`src/rtl/attex_pkg.sv`:
```
// rtl/attex_pkg.sv - region/state types and CPU address map shared by the SCC68070 bus controller
package attex_pkg;

  typedef enum logic [2:0] {
    REG_UNMAPPED,
    REG_MCD212,
    REG_CDIC,
    REG_SLAVE,
    REG_NVRAM,
    REG_BERR
  } region_t;

  typedef logic [1:0] state_t;

  localparam state_t ST_IDLE    = 2'd0;
  localparam state_t ST_ACCESS  = 2'd1;
  localparam state_t ST_ACK     = 2'd2;
  localparam state_t ST_RELEASE = 2'd3;

  // Byte-address map; the CPU presents word addresses, bit 0 is implied zero.
  localparam logic [23:0] BERR_LO     = 24'h600000;
  localparam logic [23:0] BERR_HI     = 24'hCFFFFF;
  localparam logic [23:0] BERR_TOP    = 24'hF00000;
  localparam logic [23:0] MCD_LOW_HI  = 24'h27FFFF;
  localparam logic [23:0] MCD_HIGH_LO = 24'h400000;
  localparam logic [23:0] MCD_HIGH_HI = 24'h7FFFFF;
  localparam logic [7:0]  CDIC_PAGE   = 8'h30;
  localparam logic [7:0]  SLAVE_PAGE  = 8'h31;
  localparam logic [7:0]  NVRAM_PAGE  = 8'h32;

endpackage

```
`src/rtl/attex_addr_decode.sv`:
```
// rtl/attex_addr_decode.sv - combinational CPU word address to device region decode
module attex_addr_decode
  import attex_pkg::*;
(
  input  logic [23:1] addr,
  output region_t     region
);

  logic [23:0] byte_addr;

  assign byte_addr = {addr, 1'b0};

  // Bus-error windows overlap the upper MCD212 window, so they are tested first.
  always_comb begin
    region = REG_UNMAPPED;
    if ((byte_addr >= BERR_LO && byte_addr <= BERR_HI) || byte_addr >= BERR_TOP)
      region = REG_BERR;
    else if (byte_addr[23:16] == CDIC_PAGE)
      region = REG_CDIC;
    else if (byte_addr[23:16] == SLAVE_PAGE)
      region = REG_SLAVE;
    else if (byte_addr[23:16] == NVRAM_PAGE)
      region = REG_NVRAM;
    else if (byte_addr <= MCD_LOW_HI || (byte_addr >= MCD_HIGH_LO && byte_addr <= MCD_HIGH_HI))
      region = REG_MCD212;
  end

endmodule

```
`src/rtl/attex_bus_ctrl.sv`:
```
// rtl/attex_bus_ctrl.sv - SCC68070 bus cycle controller: decode, chip selects, ack/err sequencing, slave IRQ
// Optional access watchdog enabled by defining ATTEX_BUS_TIMEOUT_EN.
module attex_bus_ctrl
  import attex_pkg::*;
#(
  parameter int WAIT_CDIC   = 2,
  parameter int WAIT_NVRAM  = 1,
  parameter int IRQ_DELAY   = 20,
  parameter int TIMEOUT_CYC = 1024
) (
  input  logic        clk,
  input  logic        reset_n,
  input  logic [23:1] addr,
  input  logic        as,
  input  logic        uds,
  input  logic        lds,
  input  logic        write_strobe,
  input  logic        mcd212_ack,
  input  logic        slave_dtack_n,
  output logic        cs_mcd212,
  output logic        cs_cdic,
  output logic        cs_slave,
  output logic        cs_nvram,
  output logic        bus_ack,
  output logic        bus_err,
  output logic        nvram_we,
  output logic        slave_irq
);

  state_t      state, state_nxt;
  region_t     region_d, region_q;
  logic [7:0]  wait_cnt, wait_load;
  logic [15:0] irq_cnt;
  logic        dtack_q;
  logic        start, in_access, active, done, timeout;

  attex_addr_decode u_decode (
    .addr   (addr),
    .region (region_d)
  );

  assign start     = (state == ST_IDLE) && as && (uds || lds);
  assign in_access = (state == ST_ACCESS);
  assign active    = (state != ST_IDLE);

  always_comb begin
    wait_load = 8'd0;
    if (region_d == REG_CDIC)  wait_load = 8'(WAIT_CDIC);
    if (region_d == REG_NVRAM) wait_load = 8'(WAIT_NVRAM);
  end

  always_comb begin
    done = 1'b0;
    case (region_q)
      REG_MCD212: done = mcd212_ack;
      REG_SLAVE:  done = slave_dtack_n && !dtack_q;
      REG_BERR:   done = 1'b0;
      default:    done = (wait_cnt == 8'd0);
    endcase
  end

`ifdef ATTEX_BUS_TIMEOUT_EN
  logic [15:0] wd_cnt;

  always_ff @(posedge clk) begin
    if (!reset_n)       wd_cnt <= '0;
    else if (start)     wd_cnt <= '0;
    else if (in_access) wd_cnt <= wd_cnt + 16'd1;
  end

  assign timeout = (wd_cnt == 16'(TIMEOUT_CYC - 1));
`else
  assign timeout = 1'b0;
`endif

  // A strobe drop always wins; completion beats a same-cycle timeout.
  assign bus_err = in_access && as && ((region_q == REG_BERR) || (timeout && !done));

  always_comb begin
    state_nxt = state;
    case (state)
      ST_IDLE:    if (start) state_nxt = ST_ACCESS;
      ST_ACCESS: begin
        if (!as)          state_nxt = ST_IDLE;
        else if (bus_err) state_nxt = ST_RELEASE;
        else if (done)    state_nxt = ST_ACK;
      end
      ST_ACK:     state_nxt = ST_RELEASE;
      ST_RELEASE: if (!as) state_nxt = ST_IDLE;
      default:    state_nxt = ST_IDLE;
    endcase
  end

  always_ff @(posedge clk) begin
    if (!reset_n) begin
      state    <= ST_IDLE;
      region_q <= REG_UNMAPPED;
      wait_cnt <= 8'd0;
      dtack_q  <= 1'b1;
      irq_cnt  <= 16'd0;
    end else begin
      state   <= state_nxt;
      dtack_q <= slave_dtack_n;
      if (start) begin
        region_q <= region_d;
        wait_cnt <= wait_load;
      end else if (in_access && wait_cnt != 8'd0) begin
        wait_cnt <= wait_cnt - 8'd1;
      end
      if (start && region_d == REG_SLAVE)
        irq_cnt <= 16'(IRQ_DELAY);
      else if (irq_cnt != 16'd0)
        irq_cnt <= irq_cnt - 16'd1;
    end
  end

  assign cs_mcd212 = active && (region_q == REG_MCD212);
  assign cs_cdic   = active && (region_q == REG_CDIC);
  assign cs_slave  = active && (region_q == REG_SLAVE);
  assign cs_nvram  = active && (region_q == REG_NVRAM);
  assign bus_ack   = (state == ST_ACK);
  assign nvram_we  = bus_ack && (region_q == REG_NVRAM) && uds && write_strobe;
  assign slave_irq = (irq_cnt == 16'd1);

endmodule

```
`config.mk`:
```
export PLATFORM = sky130hd
export DESIGN_NAME = attex_bus_ctrl
export DESIGN_NICKNAME = d
export VERILOG_FILES = /design/src/rtl/attex_pkg.sv /design/src/rtl/attex_addr_decode.sv /design/src/rtl/attex_bus_ctrl.sv
export SDC_FILE = /design/constraint.sdc
export NUM_CORES = 1
export LEC_CHECK = 0
export CAP_MARGIN = 15
export CORE_MARGIN = 2
export CORE_UTILIZATION = 45
export CTS_CLUSTER_DIAMETER = 150
export CTS_CLUSTER_SIZE = 10
export DETAILED_ROUTE_END_ITERATION = 8
export PLACE_DENSITY = 0.75
export SYNTH_ARGS = -nofsm -noshare
export SYNTH_HDL_FRONTEND = slang
export SYNTH_SLANG_ARGS = --single-unit
```
`constraint.sdc`:
```
create_clock -name clk -period 5.5 [get_ports clk]
set_input_delay 1.1 -clock clk [delete_from_list [all_inputs] [get_ports clk]]
set_output_delay 1.1 -clock clk [all_outputs]
set_load 0.01 [all_outputs]
```
Yosys cells after proc, flatten, opt, wreduce, memory -nomap -nowiden
Cells that the tools add are included.
W data, S select, Z words.
{"block": "op_classes", "mux": 18, "n_eq_ne": 18, "addsub": 2, "reduce_logical": 29, "n_bitwise": 1, "order_cmp": 6}
{"operator": "$ge A24 B23 Y1 const B", "n": 2}
{"operator": "$eq A8 B6 Y1 const B", "n": 3}
{"operator": "$ge A24 B24 Y1 const B", "n": 1}
{"operator": "$le A24 B22 Y1 const B", "n": 1}
{"operator": "$le A24 B23 Y1 const B", "n": 1}
{"operator": "$le A24 B24 Y1 const B", "n": 1}
{"operator": "$eq A16 B1 Y1 const B", "n": 1}
{"operator": "$logic_and A1 B1 Y1", "n": 16}
{"operator": "$mux W8", "n": 2}
{"operator": "$reduce_bool A16 Y1", "n": 1}
{"operator": "$sub A16 B1 Y16 const B", "n": 1}
{"operator": "$mux W2", "n": 7}
{"operator": "$eq A3 B2 Y1 const B", "n": 4}
{"operator": "$mux W3", "n": 4}
{"operator": "$mux W5", "n": 2}
{"operator": "$eq A3 B3 Y1 const B", "n": 3}
{"operator": "$logic_not A8 Y1", "n": 1}
{"operator": "$pmux W2 S4", "n": 1}
{"operator": "$reduce_bool A8 Y1", "n": 1}
{"operator": "$sub A8 B1 Y8 const B", "n": 1}
{"operator": "$reduce_bool A2 Y1", "n": 3}
{"operator": "$eq A2 B2 Y1 const B", "n": 2}
{"operator": "$ne A2 B2 Y1 const B", "n": 2}
{"operator": "$ne A4 B3 Y1 const B", "n": 1}
{"operator": "10 further kinds", "n": 12}
{"block": "totals", "elab_cells": 80, "reg_bits": 30, "inputBits": 31, "out_inout_bits": 8}

Depth between registers and ports, before layout
{"block": "logic_depth", "depth_word": 12, "depth_mapped": 7}

Modules after synthesis
A second synthesis with hierarchy kept.
{"block": "hier_totals", "hier_cells": 212, "hier_area_um2": 1724.2}
{"module": "attex_bus_ctrl", "n_inst": 1, "cells_per_inst": 195, "area_per_inst_um2": 1617.8}
{"module": "attex_addr_decode", "n_inst": 1, "cells_per_inst": 17, "area_per_inst_um2": 106.4}

Worst setup path after synthesis
No wires, ideal clock.
{"block": "synth_path", "path_kind": "flip-flop to output port", "start": "reg irq_cnt[12]", "end": "out slave_irq", "slack_ns": 2.731, "t_arrival_ns": 1.669, "path_stages_with_launch": 5, "cell_sequence": "dfxtp_1 or4_1 clkbuf_1 nor4_1 and3b_1"}
{"block": "synth_via", "elab_chain_len": 1}
{"element": "start, declared", "line": "attex_bus_ctrl.sv:33", "rtl": "logic [15:0] irq_cnt;"}
{"element": "start signal, assigned", "line": "attex_bus_ctrl.sv:111", "rtl": "irq_cnt <= 16'(IRQ_DELAY);"}
{"element": "start signal, assigned", "line": "attex_bus_ctrl.sv:113", "rtl": "irq_cnt <= irq_cnt - 16'd1;"}
{"element": "$eq A16 B1 Y1", "line": "attex_bus_ctrl.sv:123", "rtl": "assign slave_irq = (irq_cnt == 16'd1);"}
{"element": "end, declared", "line": "attex_bus_ctrl.sv:27", "rtl": "output logic slave_irq"}
No other way between the ends.

Worst setup path in the final report
Ends and elaborated chain as after synthesis.

==> out/results.txt <==
The flow ran to the end, and the final reports show no timing, DRC or antenna violations. Summed over all layers, the global routing overflow is 0. The worst register-to-register path has a setup slack of 2.96 ns. For this run, the register share of the synthesized area comes to 34.9%. In this design, the stage delay of the slowest critical-path cell is 0.65 ns. Sequential cell fraction of total power: 32.3%. The fraction of layout cells with a size suffix above 1 is 6.44%. The top cell type's share of synthesized area was 34.9%; the number of cells on the worst hold path was 2.

The critical path class is flop to output pin. Global routing used 19.2% of the available tracks across all layers. Clock latency on the worst-skew pair, taken at its later pin, is 0.28 ns. In this run the count of I/O pins placed on the die edge is 39.

The run gives 46 as the count of unique library cells instantiated by Yosys. The launch point of the worst path is irq_cnt[12]$_SDFFE_PP0P_. The row count came out at 22. The first TritonRoute pass finished after 4 iterations. The smallest clock period supported by the final layout is computed as 3.74 ns.

After clock tree synthesis, the setup repair step added 0 buffers. The count of final setup violators is 0. The worst flop-to-flop path startpoint was irq_cnt[0]$_SDFFE_PP0P_.

The routed layout has 1648 vias. Yosys attributes the largest share of cell area to dfxtp_1, a211oi_1, nor2_1. The floorplan step set the die width to 65.9 um. Summing every instance area after synthesis gives 1720 um^2. Dividing total power by cell area gives a power density of 506 nW/um^2.

Number of failing hold endpoints at the final stage: 0. After detailed routing, the number of vias per cell comes to 5.86. In this run the standard cell core region covers 3660 um^2. The finished layout holds 281 standard cells, fillers aside.

The logs give 47.5% for the combinational group share of total power and 0 for the number of diodes. The worst pin sits at a relative slew slack of 33.9%. Once the floorplan was initialized, standard cells occupied 47.0% of the core. The count of buffers from port buffering works out to 23. Synthesis handed over a netlist of 207 instances. The detail route stage leaves a number of antenna-violating nets equal to 0.

Yosys printed 0 warnings. The initial antenna violation count is 0. Synthesized area per cell: 8.32 um^2. In the final routed layout, each cell accounts on average for 13.6 um. After clock tree synthesis, the repair step resized 0 gates. For this design, the slowest cell found on the critical path is or4_1. After clock tree synthesis, the clock-pin slew on the worst setup and hold paths is 0.06 ns.

Detailed placement ended at an HPWL of 2790 um. The endpoint arrival time on the critical path is 2.64 ns. The end of the worst register-to-register path was irq_cnt[1]$_SDFFE_PP0P_. The signal on the critical path passes through or4_1 > nor4_1 > and3b_1 > clkdlybuf4s50_1. STA classifies the critical path endpoint as an output pin.

Startpoint class of the critical path: a flop. The number of pins with negative max-slew slack in the final report was 0. Counting flops with an async set or reset pin after synthesis yields a share of 0%. Number of max-cap violations: 0. Following the worst setup path forward leads to its endpoint at slave_irq.

The net count after synthesis is 242. Class of the worst hold path: flop to flop. Summed over all cells, the static leakage comes to 0.000754 uW. Buffers inserted during clock tree synthesis total 5. Entering global routing, the biggest net connects 17 pins. Setup repair after global routing left no endpoint under its margin.

The power consumption is 1070 uW, and the number of buffers inserted by hold repair at cts is 0. The count of H-tree levels built during CTS is 2, and the post-route clock period utilization is 68.1%. TritonCTS built the clock tree. Counting the fill cells in the layout gives 342. The total instance count after detailed placement is 273. The run gives 4340 um^2 as the die area. The largest total area in the synthesized netlist belongs to dfxtp_1.

At the pin with the least slew margin, the transition time is 0.989 ns. Yosys mapped a number of flops with a built-in enable equal to 0. The internal power of the cells totals 633 uW. Of all nets on the critical path, the largest fanout is 6. For the worst setup path, the data required time is 4.40 ns. The clock network fraction of design power was 20.2%.

Setup total negative slack on the finished layout was measured at 0 ns. After the first detailed-routing iteration, the DRC count stood at 98. The number of cell instances on the worst register-to-register path is 6. The post-synthesis sequential element count works out to 30.

The tools report the peak clock frequency supported by timing as 267 MHz. The longest clock path from root to sink contains 2 buffers. The total net switching power is 432 uW, and the share of total power consumed by net switching is 40.6%. The die is 65.9 um tall. For the routability congestion estimate from global placement, the log shows 0.794. In the final design database the tool counted 267 nets. In the routed design, unresolved DRC markers number 0. In the synthesized netlist the dominant register cell turns out to be dfxtp_1. The number of global-route vias before repair was 1512; the synthesis-to-layout area growth was 22.2%.

The wire length reported by the detailed router is 3820 um, and the clock tree skew after final layout is 0.00601 ns. VDD sags by at most 0.363 mV. Counting every sink on the clock net gives 30. The first global-routing pass estimated 6480 um of wire. The root buffer cell chosen for the clock tree is clkbuf_8.
flip-flops by register name, indices dropped and copies added, names as in the netlist, named ones only:
signal / cells
region_q: 3
irq_cnt: 16
wait_cnt: 8
dtack_q: 1
state: 1
worst max-delay path: cells and delay by family, from the launching register on:
kind	cells	cell delay [ns]
buffers and inverters	1	0.53
DFF	1	0.32
and+or+nand+nor	3	1.51
cell type report:
type | count | area [um^2] | share of cell area, %
clock inverter | 3 | 40.0 | 1.90
clock buffer | 5 | 68.8 | 3.27
multi-input combinational | 164 | 1070 | 50.9
timing repair buffer | 24 | 238 | 11.3
sequential | 30 | 601 | 28.5
tap | 48 | 60.1 | 2.85
inverter | 7 | 26.3 | 1.25
power groups by stage:
stage	Clock [uW]	Combinational (uW)	Sequential, uW
after floorplan	0	406	327
after global placement	0	484	342
after detailed placement	0	500	345
after CTS	220	505	342
after global routing	229	579	353
final	215	506	344
kinds of logic after synthesis:
kind of cell             share of synthesized area [%]
AND/OR/NAND/NOR                                   33.9
AO/OA/AOI/OAI                                     20.6
flip-flops                                        34.9
buffers and inverters                             2.91
XOR/XNOR                                          3.56
adder cells (fa/ha/maj)                           2.91
multiplexers                                      1.16
through the flow:
| stage | hold slack, ns | area, um^2 | utilization, % | setup slack [ns] |
|---|---|---|---|---|
| detailed placement | 0.473 | 2000 | 54.5 | 1.89 |
| global placement | 0.476 | 2000 | 54.5 | 1.87 |
| CTS | 0.489 | 2100 | 57.5 | 1.76 |
| floorplan | 0.455 | 1720 | - | 2.73 |
| global route | 0.525 | 2100 | 57.5 | 1.65 |
| finish | 0.486 | 2100 | 57.5 | 1.76 |
synthesized netlist by cell type (3+ instances only):
master,n
o21a_1,3
ha_1,4
o31a_1,3
or4_1,9
a211oi_1,11
inv_1,7
nand2b_1,5
o31ai_1,4
nor4_1,6
dfxtp_1,30
a31oi_1,3
a21oi_1,3
xor2_1,5
nand3_1,4
o21ai_0,10
nand2_1,13
clkbuf_1,5
nor2_1,21
or3_1,8
nor2b_1,4
nor3_1,10
nor3b_1,3
nand4_1,4
worst min path at each step:
stage,from,end,slack (ns)
global placement,irq_cnt[15]$_SDFFE_PP0P_,irq_cnt[15]$_SDFFE_PP0P_,0.48
floorplan,irq_cnt[15]$_SDFFE_PP0P_,irq_cnt[15]$_SDFFE_PP0P_,0.46
detailed placement,irq_cnt[15]$_SDFFE_PP0P_,irq_cnt[15]$_SDFFE_PP0P_,0.47
global route,irq_cnt[11]$_SDFFE_PP0P_,irq_cnt[11]$_SDFFE_PP0P_,0.52
finish,irq_cnt[15]$_SDFFE_PP0P_,irq_cnt[15]$_SDFFE_PP0P_,0.49
CTS,irq_cnt[15]$_SDFFE_PP0P_,irq_cnt[15]$_SDFFE_PP0P_,0.49
layout by cell type (no fill, tap or decap), types with 2 or more instances in the layout:
master,synthesis,final
nand2b_1,5,5
a2111oi_0,2,2
ha_1,4,4
xor2_1,5,5
o21ai_0,10,10
xnor2_1,2,2
nand2_1,13,13
or3b_2,2,2
nor4_1,6,6
nor4b_1,2,2
and3_1,2,2
o2111ai_1,2,2
o31a_1,3,3
dfxtp_1,30,30
a211oi_1,11,11
inv_1,7,7
nand3_1,4,4
o21a_1,3,3
nor2b_1,4,4
a31oi_1,3,3
or4_1,9,9
mux2i_1,2,2
a22o_1,2,2
o211ai_1,2,2
nor3b_1,3,3
nand4_1,4,4
o31ai_1,4,4
or3_1,8,8
clkdlybuf4s50_1,0,23
nor2_1,21,21
nor3_1,10,10
clkbuf_8,0,5
a21oi_1,3,3
clkinv_2,0,2
metal layers:
layer | GRT usage (%) | vias to the layer above | wire (um)
li1 | - | 840 | -
met2 | 32.8 | 38 | 1850
met3 | 6.13 | 8 | 201
met4 | 5.99 | 0 | 44
met5 | 0 | - | 0
met1 | 22.7 | 762 | 1720
No activity file was read; power rests on OpenSTA's default activity.
